--- config.mk ---
export PLATFORM = sky130hd
export DESIGN_NAME = ps2_key_event_rx
export DESIGN_NICKNAME = d
export VERILOG_FILES = /design/src/rtl/ps2_pkg.sv /design/src/rtl/ps2_sync_edge.sv /design/src/rtl/ps2_key_event_rx.sv
export SDC_FILE = /design/constraint.sdc
export NUM_CORES = 1
export LEC_CHECK = 0
export ABC_CLOCK_PERIOD_IN_PS = 3240
export BUFFER_PORTS_ARGS = -buffer_cell sky130_fd_sc_hd__buf_2
export CAP_MARGIN = 10
export CORE_ASPECT_RATIO = 0.6
export CORE_MARGIN = 5
export CORE_UTILIZATION = 59
export CTS_CLUSTER_SIZE = 24
export DETAILED_ROUTE_END_ITERATION = 8
export PLACE_DENSITY = 0.78
export SLEW_MARGIN = 40
export SYNTH_ARGS = -nofsm -noshare
export SYNTH_HDL_FRONTEND = slang
export SYNTH_HIERARCHICAL = 1
export SYNTH_SLANG_ARGS = --single-unit
--- constraint.sdc ---
create_clock -name clk -period 3.24 [get_ports clk]
set_clock_uncertainty 0.1 [all_clocks]
set_input_delay 0.162 -clock clk [delete_from_list [all_inputs] [get_ports clk]]
set_output_delay 0.162 -clock clk [all_outputs]
set_load 0.01 [all_outputs]
--- src/rtl/ps2_pkg.sv ---
// ---------------------------------------------------------------------------
// ps2_pkg
// Shared definitions for the PS/2 key-event receiver:
//   - prefix byte constants (E0 extended, F0 break) and frame geometry
//   - default watchdog length (1 ms at 50 MHz)
//   - frame FSM state enum (IDLE, SHIFT, CHECK)
//   - key event struct {code, ext, brk}
//   - frame_ok(): validity check on the 10 bits captured after the start bit
// ---------------------------------------------------------------------------
package ps2_pkg;

  localparam logic [7:0] PS2_PREFIX_EXT      = 8'hE0;
  localparam logic [7:0] PS2_PREFIX_BRK      = 8'hF0;
  localparam int         PS2_FRAME_BITS      = 11;
  localparam int         PS2_TIMEOUT_DEFAULT = 50000;

  typedef enum logic [1:0] {
    IDLE  = 2'd0,
    SHIFT = 2'd1,
    CHECK = 2'd2
  } frame_state_e;

  typedef struct packed {
    logic [7:0] code;
    logic       ext;
    logic       brk;
  } key_event_t;

  // bits[7:0] = data (LSB first on the wire), bits[8] = parity, bits[9] = stop.
  // Good frame: odd ones-count over data+parity and stop high.
  function automatic logic frame_ok(input logic [9:0] bits);
    return (^bits[8:0]) & bits[9];
  endfunction

endpackage

--- src/rtl/ps2_sync_edge.sv ---
// ---------------------------------------------------------------------------
// ps2_sync_edge
// Brings the raw, asynchronous PS/2 lines into the clk domain and produces a
// one-cycle falling-edge strobe of the synchronised PS/2 clock.
//
// Parameters:
//   SYNC_STAGES  flop depth of each synchroniser (2..4)
// Ports:
//   clk        in   system clock
//   reset      in   asynchronous active-high reset
//   ps_clk     in   raw PS/2 clock
//   ps_data    in   raw PS/2 data
//   sync_data  out  synchronised PS/2 data, aligned with fe
//   fe         out  one-cycle strobe: synced ps_clk was 1 last cycle, 0 now
// ---------------------------------------------------------------------------
module ps2_sync_edge
  import ps2_pkg::*;
#(
  parameter int SYNC_STAGES = 2
) (
  input  logic clk,
  input  logic reset,
  input  logic ps_clk,
  input  logic ps_data,
  output logic sync_data,
  output logic fe
);

  logic [SYNC_STAGES-1:0] clk_sync_q;
  logic [SYNC_STAGES-1:0] data_sync_q;
  logic                   clk_prev_q;

  // Chains reset to 1 (idle bus level) so leaving reset never fakes an edge.
  always_ff @(posedge clk or posedge reset) begin
    if (reset) begin
      clk_sync_q  <= '1;
      data_sync_q <= '1;
      clk_prev_q  <= 1'b1;
    end else begin
      clk_sync_q  <= {clk_sync_q[SYNC_STAGES-2:0], ps_clk};
      data_sync_q <= {data_sync_q[SYNC_STAGES-2:0], ps_data};
      clk_prev_q  <= clk_sync_q[SYNC_STAGES-1];
    end
  end

  assign sync_data = data_sync_q[SYNC_STAGES-1];
  assign fe        = clk_prev_q & ~clk_sync_q[SYNC_STAGES-1];

endmodule

--- src/rtl/ps2_key_event_rx.sv ---
// ---------------------------------------------------------------------------
// ps2_key_event_rx
// PS/2 keyboard receiver: deframes 11-bit frames (start/8 data/parity/stop),
// aborts stalled frames with a watchdog, folds E0/F0 prefixes into the
// following key byte and emits one event per key.
//
// Optional build macro TYPEMATIC_FILTER_EN: suppresses auto-repeat makes by
// remembering the last emitted make {valid, ext, code}.
//
// Parameters:
//   TIMEOUT_CYCLES  clk cycles without a ps_clk falling edge before a
//                   partial frame is aborted
//   SYNC_STAGES     synchroniser depth (2..4)
// Ports:
//   clk        in   50 MHz system clock
//   reset      in   asynchronous active-high reset
//   ps_clk     in   raw PS/2 clock
//   ps_data    in   raw PS/2 data
//   key_code   out  scan code of the last event (held until the next event)
//   key_ext    out  last event was E0-prefixed
//   key_break  out  last event was F0-prefixed (release)
//   key_valid  out  one-cycle event strobe
//   frame_err  out  one-cycle strobe: bad frame or watchdog abort
//   busy       out  a frame is partially received
//
// Handshake: key_valid and frame_err are pure strobes with no ready/back
// pressure; a consumer must take key_code/key_ext/key_break in the cycle
// key_valid is high (they stay stable afterwards until the next event).
// The two strobes are never high together.
// The frame FSM state is visible as state_q (frame_state_e).
// ---------------------------------------------------------------------------
module ps2_key_event_rx
  import ps2_pkg::*;
#(
  parameter int TIMEOUT_CYCLES = PS2_TIMEOUT_DEFAULT,
  parameter int SYNC_STAGES    = 2
) (
  input  logic       clk,
  input  logic       reset,
  input  logic       ps_clk,
  input  logic       ps_data,
  output logic [7:0] key_code,
  output logic       key_ext,
  output logic       key_break,
  output logic       key_valid,
  output logic       frame_err,
  output logic       busy
);

  localparam int WD_W = $clog2(TIMEOUT_CYCLES + 1);

  logic sync_data;
  logic fe;

  ps2_sync_edge #(
    .SYNC_STAGES(SYNC_STAGES)
  ) u_sync (
    .clk      (clk),
    .reset    (reset),
    .ps_clk   (ps_clk),
    .ps_data  (ps_data),
    .sync_data(sync_data),
    .fe       (fe)
  );

  frame_state_e state_q, state_d;
  logic [3:0]   bit_cnt_q, bit_cnt_d;
  logic [9:0]   shreg_q, shreg_d;
  logic [WD_W-1:0] wd_q, wd_d;
  logic         ext_pend_q, ext_pend_d;
  logic         brk_pend_q, brk_pend_d;
  key_event_t   key_q, key_d;
  logic         key_valid_q, key_valid_d;
  logic         frame_err_q, frame_err_d;
  logic         emit;
  logic [7:0]   rx_byte;

`ifdef TYPEMATIC_FILTER_EN
  logic         lm_valid_q, lm_valid_d;
  logic         lm_ext_q, lm_ext_d;
  logic [7:0]   lm_code_q, lm_code_d;
  logic         lm_match;
`endif

  assign rx_byte = shreg_q[7:0];

  always_ff @(posedge clk or posedge reset) begin
    if (reset) begin
      state_q     <= IDLE;
      bit_cnt_q   <= '0;
      shreg_q     <= '0;
      wd_q        <= '0;
      ext_pend_q  <= 1'b0;
      brk_pend_q  <= 1'b0;
      key_q       <= '0;
      key_valid_q <= 1'b0;
      frame_err_q <= 1'b0;
    end else begin
      state_q     <= state_d;
      bit_cnt_q   <= bit_cnt_d;
      shreg_q     <= shreg_d;
      wd_q        <= wd_d;
      ext_pend_q  <= ext_pend_d;
      brk_pend_q  <= brk_pend_d;
      key_q       <= key_d;
      key_valid_q <= key_valid_d;
      frame_err_q <= frame_err_d;
    end
  end

`ifdef TYPEMATIC_FILTER_EN
  always_ff @(posedge clk or posedge reset) begin
    if (reset) begin
      lm_valid_q <= 1'b0;
      lm_ext_q   <= 1'b0;
      lm_code_q  <= '0;
    end else begin
      lm_valid_q <= lm_valid_d;
      lm_ext_q   <= lm_ext_d;
      lm_code_q  <= lm_code_d;
    end
  end

  assign lm_match = lm_valid_q && (lm_ext_q == ext_pend_q) && (lm_code_q == rx_byte);
`endif

  always_comb begin
    state_d     = state_q;
    bit_cnt_d   = bit_cnt_q;
    shreg_d     = shreg_q;
    wd_d        = wd_q;
    ext_pend_d  = ext_pend_q;
    brk_pend_d  = brk_pend_q;
    key_d       = key_q;
    key_valid_d = 1'b0;
    frame_err_d = 1'b0;
    emit        = 1'b0;
`ifdef TYPEMATIC_FILTER_EN
    lm_valid_d  = lm_valid_q;
    lm_ext_d    = lm_ext_q;
    lm_code_d   = lm_code_q;
`endif

    case (state_q)
      IDLE: begin
        // A falling edge with data high is not a start bit; ignore it.
        if (fe && !sync_data) begin
          state_d   = SHIFT;
          bit_cnt_d = 4'd1;
          wd_d      = WD_W'(1);
        end
      end

      SHIFT: begin
        if (fe) begin
          // LSB first: after 10 shifts shreg = {stop, parity, data[7:0]}.
          shreg_d   = {sync_data, shreg_q[9:1]};
          bit_cnt_d = bit_cnt_q + 4'd1;
          wd_d      = WD_W'(1);
          if (bit_cnt_q == 4'(PS2_FRAME_BITS - 1)) begin
            state_d = CHECK;
          end
        end else if (wd_q == WD_W'(TIMEOUT_CYCLES - 1)) begin
          // wd_q counts cycles since the last edge; this cycle makes it
          // TIMEOUT_CYCLES, so the abort strobe lands exactly then.
          state_d     = IDLE;
          frame_err_d = 1'b1;
          ext_pend_d  = 1'b0;
          brk_pend_d  = 1'b0;
`ifdef TYPEMATIC_FILTER_EN
          lm_valid_d  = 1'b0;
`endif
        end else begin
          wd_d = wd_q + WD_W'(1);
        end
      end

      CHECK: begin
        state_d = IDLE;
        if (!frame_ok(shreg_q)) begin
          // A corrupted frame might have been a prefix; drop pending ones.
          frame_err_d = 1'b1;
          ext_pend_d  = 1'b0;
          brk_pend_d  = 1'b0;
`ifdef TYPEMATIC_FILTER_EN
          lm_valid_d  = 1'b0;
`endif
        end else if (rx_byte == PS2_PREFIX_EXT) begin
          ext_pend_d = 1'b1;
        end else if (rx_byte == PS2_PREFIX_BRK) begin
          brk_pend_d = 1'b1;
        end else begin
          emit = 1'b1;
`ifdef TYPEMATIC_FILTER_EN
          if (!brk_pend_q) begin
            if (lm_match) begin
              emit = 1'b0;
            end else begin
              lm_valid_d = 1'b1;
              lm_ext_d   = ext_pend_q;
              lm_code_d  = rx_byte;
            end
          end else if (lm_match) begin
            lm_valid_d = 1'b0;
          end
`endif
          if (emit) begin
            key_d.code  = rx_byte;
            key_d.ext   = ext_pend_q;
            key_d.brk   = brk_pend_q;
            key_valid_d = 1'b1;
          end
          ext_pend_d = 1'b0;
          brk_pend_d = 1'b0;
        end
      end

      default: state_d = IDLE;
    endcase
  end

  assign key_code  = key_q.code;
  assign key_ext   = key_q.ext;
  assign key_break = key_q.brk;
  assign key_valid = key_valid_q;
  assign frame_err = frame_err_q;
  assign busy      = (state_q != IDLE);

endmodule
**Word level (Yosys, flattened, before mapping)**

Index checks and enable logic that the tools add are counted.

- Input bits: 4
- Word-level logic and storage cells: 80
- Flip-flop bits (word level): 51
- Output and inout port bits: 13

- Eq/ne operators: 15
- Mux-type cells: 30
- $add $sub $neg: 2
- Bitwise operators: 5
- Reductions and logical operators: 14

Operators by type and width:

| cell | number |
|---|---|
| $mux W16 | 3 |
| $pmux W16 S2 | 1 |
| $add A16 B1 Y16 const B | 1 |
| $eq A16 B16 Y1 const B | 1 |
| $eq A8 B8 Y1 const B | 2 |
| $mux W1 | 15 |
| $ne A3 B3 Y1 const B | 4 |
| $reduce_and A4 Y1 | 3 |
| $reduce_and A3 Y1 | 3 |
| $reduce_xor A9 Y1 | 1 |
| $mux W2 | 4 |
| $mux W4 | 2 |
| $ne A2 B2 Y1 const B | 4 |
| $pmux W4 S2 | 1 |
| $pmux W1 S2 | 3 |
| $reduce_bool A2 Y1 | 3 |
| $add A4 B1 Y4 const B | 1 |
| $eq A4 B4 Y1 const B | 1 |
| $ne A4 B4 Y1 const B | 1 |
| $pmux W2 S2 | 1 |
| $not A1 Y1 | 3 |
| $and A1 B1 Y1 | 2 |
| $eq A2 B1 Y1 const B | 1 |
| $eq A2 B2 Y1 const B | 1 |
| 4 further kinds | 4 |

**Longest topological paths before layout**

- Depth in word-level cells: 5
- Gate-level depth with buffers: 8
- Depth with buffers taken out: 7

**Cells and area by module**

Netlist, hierarchy kept.

Modules (own cells, without submodules):

| module | cells an instance | area an instance (um^2) | instances | seq. area each (um^2) |
|---|---|---|---|---|
| ps2_key_event_rx | 231 | 2376.0 | 1 | 1151.1 |
| ps2_sync_edge | 7 | 148.9 | 1 | 131.4 |

**Least setup slack after synthesis**

Ideal clock, no wire load.

- Kind: reg2reg
- Start point: reg wd_q[0]
- End point: reg ext_pend_q
- Period minus slack after synthesis: 2.279 ns
- Stages on the path, launching flop included: 7
- Path slack: 0.961 ns
- Arrival time: 2.053 ns
- Cells stage by stage: dfrtp_1 ha_1 or4bb_1 nor4_4 a21o_1 nand2_1 a221o_1

- Cells in the longest elaborated chain, start to end: 3

Ends and longest elaborated chain:

| what | RTL line | text |
|---|---|---|
| start, declared | ps2_key_event_rx.sv:69 | `logic [WD_W-1:0] wd_q, wd_d;` |
| start signal, assigned | ps2_key_event_rx.sv:102 | `wd_q <= wd_d;` |
| $eq A16 B16 Y1 | ps2_key_event_rx.sv:163 | `end else if (wd_q == WD_W'(TIMEOUT_CYCLES - 1)) begin` |
| $ne A2 B2 Y1 (no source line) | n/a |  |
| $reduce_and A4 Y1 (no source line) | n/a |  |
| end signal, assigned | ps2_key_event_rx.sv:103 | `ext_pend_q <= ext_pend_d;` |
| end, declared | ps2_key_event_rx.sv:70 | `logic ext_pend_q, ext_pend_d;` |

No other way between the ends.
A chain may end at the register's enable or synchronous reset.

**Final worst setup path**

- Start point: reg u_sync.clk_prev_q
- End point: reg wd_q[13]

- Cells in the longest elaborated chain, start to end: 4
- Elaborated cells on any way between the ends: 7
- Classes of those cells: eq/ne: 2; mux: 2; bitwise: 1; reduce/logical: 2

Ends and longest elaborated chain:

| what | RTL line | text |
|---|---|---|
| start, declared | ps2_sync_edge.sv:31 | `logic clk_prev_q;` |
| start signal, assigned | ps2_sync_edge.sv:42 | `clk_prev_q <= clk_sync_q[SYNC_STAGES-1];` |
| $and A1 B1 Y1 (*) | ps2_sync_edge.sv:47 | `assign fe = clk_prev_q & ~clk_sync_q[SYNC_STAGES-1];` |
| named net fe | ps2_key_event_rx.sv:53 | `logic fe;` |
| $logic_and A1 B1 Y1 | ps2_key_event_rx.sv:147 | `if (fe && !sync_data) begin` |
| $ne A2 B2 Y1 (no source line) | n/a |  |
| $reduce_and A3 Y1 (no source line) | n/a |  |

The timed path passes the listed nets; every way through them passes the cells marked *.

==> reports/qor.txt <==
H-tree depth -> 2
Startpoint types -> register
Core area -> 0.00412 mm²
DIE AREA -> 0.00573 mm²
Final nets -> 275
Adder-Cell Fraction of Synth Area -> 0.0545
Max-slew headroom -> 0.596
Most common cell after layout, fill and taps aside -> dfrtp_1
Final WL -> 4890 µm
Die W -> 94.5 µm
Num CTS Buffers -> 5
Fraction of layout cells with a size suffix above 1 -> 0.207
Worst setup EP type -> register
Gr usage total -> 0.200
Status -> completed
CTS resizes -> 0
Utilization of the core after routing -> 0.683
Num ports -> 17
Largest buffer count on any clock path -> 2
Tightest Pin Transition -> 0.605 ns
Max Cap Viol -> 0
P&R area growth vs syn -> 11.5%
Simple-gate portion of the synthesized area -> 0.169
Max-slew violations -> 0
Final Cycle Share -> 0.775
Ant diodes -> 0
Fraction of power spent switching nets -> 0.368
Power per cell area -> 716 mW/mm²
Synth Register Bits -> 51
Fmax -> 0.398 GHz
DP HPWL -> 3460 µm
Final hold viol count -> 0
CP Max Fanout -> 10
Hold Crit Class -> reg -> reg
DR WL/cell -> 15.2 µm
IO Port Bufs -> 16
Final Setup Violations -> 0
Synth warn -> 6
Initial core utilization -> 0.613
Grt total ovfl -> 0
Clock root buffer -> clkbuf_8
Register area share after synthesis -> 0.508
Synthesized instance count -> 238
Combinational family with the most area after synthesis -> simple AND/OR/NAND/NOR gates
Final ANT Viol Nets -> 0
EDFF count, synth -> 0
Mux cell area share after synthesis -> 0.0748
Worst Path Class, Setup -> reg -> reg
Clock Sinks -> 51
Fin Setup TNS -> 0 ns
Via count -> 1830
Initial DRC count -> 185
Final worst setup slack -> 0.730 ns
Vias in the first global route -> 1760
Die Y -> 60.7 µm
FP Rows -> 18
Req. time, crit path -> 3.37 ns
Reg clk slew, reported paths -> 0.09 ns
Cell leakage power -> 1.31 nW
Mapped Area -> 0.00252 mm²
Routed vias/inst -> 5.70
1st-pass router iterations -> 4
Asr flop ratio synth -> 1.00
Maximum vdd ir drop -> 0.391 mV
Compound-gate portion of the synthesized area -> 0.119
Largest net degree at the start of global routing -> 47
Clk pwr share -> 0.223
Gpl congestion -> 0.839
# DRC -> 0
Initial antenna violation count -> 0
Register-to-register setup slack -> 0.73 ns
Cell Int Power -> 0.00127 W
Combinational fraction of design power -> 0.346
Global-route wire length before repair -> 8720 µm
CP arrival -> 2.64 ns
Pwr Total -> 0.00202 W
Synth Area per Inst -> 10.6 µm²
Min cycle time layout -> 2.51 ns
RSZ-0062 raised after global routing -> no
Power share of the sequential group -> 0.431
Clock insertion delay at the later pin of the skew report -> 0.30 ns
Number of unique standard cell types used by synthesis -> 47
Syn Nets -> 253
Commonest non-fill, non-tap cells in the layout -> dfrtp_1 (46), nand2_1 (22), o21ai_0 (19), nor2_1 (17)
Synth Area in XOR/XNOR -> 0.0401
NetSw -> 0.000742 W
Prevailing post-synth register cell -> dfrtp_1
Post-Place Setup Slack -> 0.753 ns
TritonCTS clock tree -> yes
## cell usage after synthesis, drive strengths merged (2+ instances only)
cell type   n  area share
or3         4       0.010
o31ai       4       0.012
a21o        2      0.0064
nor3        5      0.0099
a21oi       8       0.016
nand3b      2      0.0059
or2         2      0.0050
a32o        2      0.0079
nand3       9       0.018
xor2        3       0.010
xnor2       6       0.021
a211oi      3      0.0089
clkbuf      3      0.0045
nand2      22       0.033
mux2i       2      0.0079
dfstp       5       0.052
buf         2      0.0040
ha         11       0.055
a22oi       2      0.0059
nor2b       5       0.015
o21a        2      0.0059
inv        17       0.025
nand4       2      0.0050
and3        3      0.0079
dfrtp      46        0.46
o21ai      19       0.038
mux2       15       0.067
nor2       17       0.025
## kinds of logic after synthesis
kind of cell	count (synthesis)
buffers and inverters	22
adders and majority gates	11
DFF	51
muxes	17
xor gates and xnor gates	10
and+or+nand+nor	79
AOI/OAI and AO/OA	48
## final cells by class
| type | count | area [µm²] |
|---|---|---|
| Tap cell | 60 | 75.1 |
| Inverter | 17 | 66.3 |
| Clock inverter | 3 | 47.5 |
| Clock buffer | 5 | 68.8 |
| Fill cell | 331 | 1310 |
| Multi-Input combinational cell | 165 | 1160 |
| Timing Repair Buffer | 20 | 118 |
| Sequential cell | 51 | 1280 |
## sequential cells by signal (all words and copies together) (netlist names)
name and count:
bit_cnt_q 4, brk_pend_q 1, ext_pend_q 1, frame_err 1, key_break 1, key_code 8
key_ext 1, key_valid 1, shreg_q 10, state_q 2, u_sync/clk_prev_q 1, u_sync/clk_sync_q 2
u_sync/data_sync_q 2, wd_q 16
## per-layer routing
layer,vias up,wire length [µm],GRT usage,part of all wire
met4,0,56,0.0678,0.011
met1,875,2640,0.319,0.54
met2,62,1950,0.271,0.40
met3,8,243,0.0421,0.050
li1,885,-,-,-
met5,-,0,0,0
## power groups by stage
stage / clock network, W / registers, W / logic, W
2_1_floorplan: 0 / 0.000842 / 0.000541
3_3_place_gp: 0 / 0.000869 / 0.000660
3_5_place_dp: 0 / 0.000876 / 0.000683
4_1_cts: 0.000458 / 0.000866 / 0.000692
5_1_grt: 0.000486 / 0.000886 / 0.000791
6_report: 0.000450 / 0.000869 / 0.000698
## per-stage QoR
stage,instances,hold slack [ns],area [µm²]
finish,321,0.261,2820
global route,321,0.270,2820
CTS,321,0.263,2820
detailed placement,310,0.169,2670
global placement,310,0.167,2670
floorplan,238,0.0391,2520
## worst paths after layout
check,from,endpoint,depth (start not counted)
min,u_sync/clk_sync_q[0]$_DFF_PP1_,u_sync/clk_sync_q[1]$_DFF_PP1_,0
min reg2reg,u_sync/clk_sync_q[0]$_DFF_PP1_,u_sync/clk_sync_q[1]$_DFF_PP1_,0
max,u_sync/clk_prev_q$_DFF_PP1_,wd_q[13]$_DFFE_PP0P_,6
max reg2reg,u_sync/clk_prev_q$_DFF_PP1_,wd_q[13]$_DFFE_PP0P_,6
max in group asynchronous,reset,wd_q[13]$_DFFE_PP0P_,3
min in group asynchronous,reset,shreg_q[5]$_DFFE_PP0P_,3
## timing repair
action / 4_1_cts / 5_1_grt
buffers inserted: 0 / 0
hold buffers: 3 / 0
endpoints found under the hold margin: 53 / 0
## worst max-delay path: stages (launching register included)
cell and delay [ns]:
dfstp_2 0.53, nor2b_4 0.24, nor2b_1 0.33, a21oi_1 0.26, a21o_2 0.31, or4_1 0.51, a21oi_1 0.15
No activity file was read; power rests on OpenSTA's default activity.
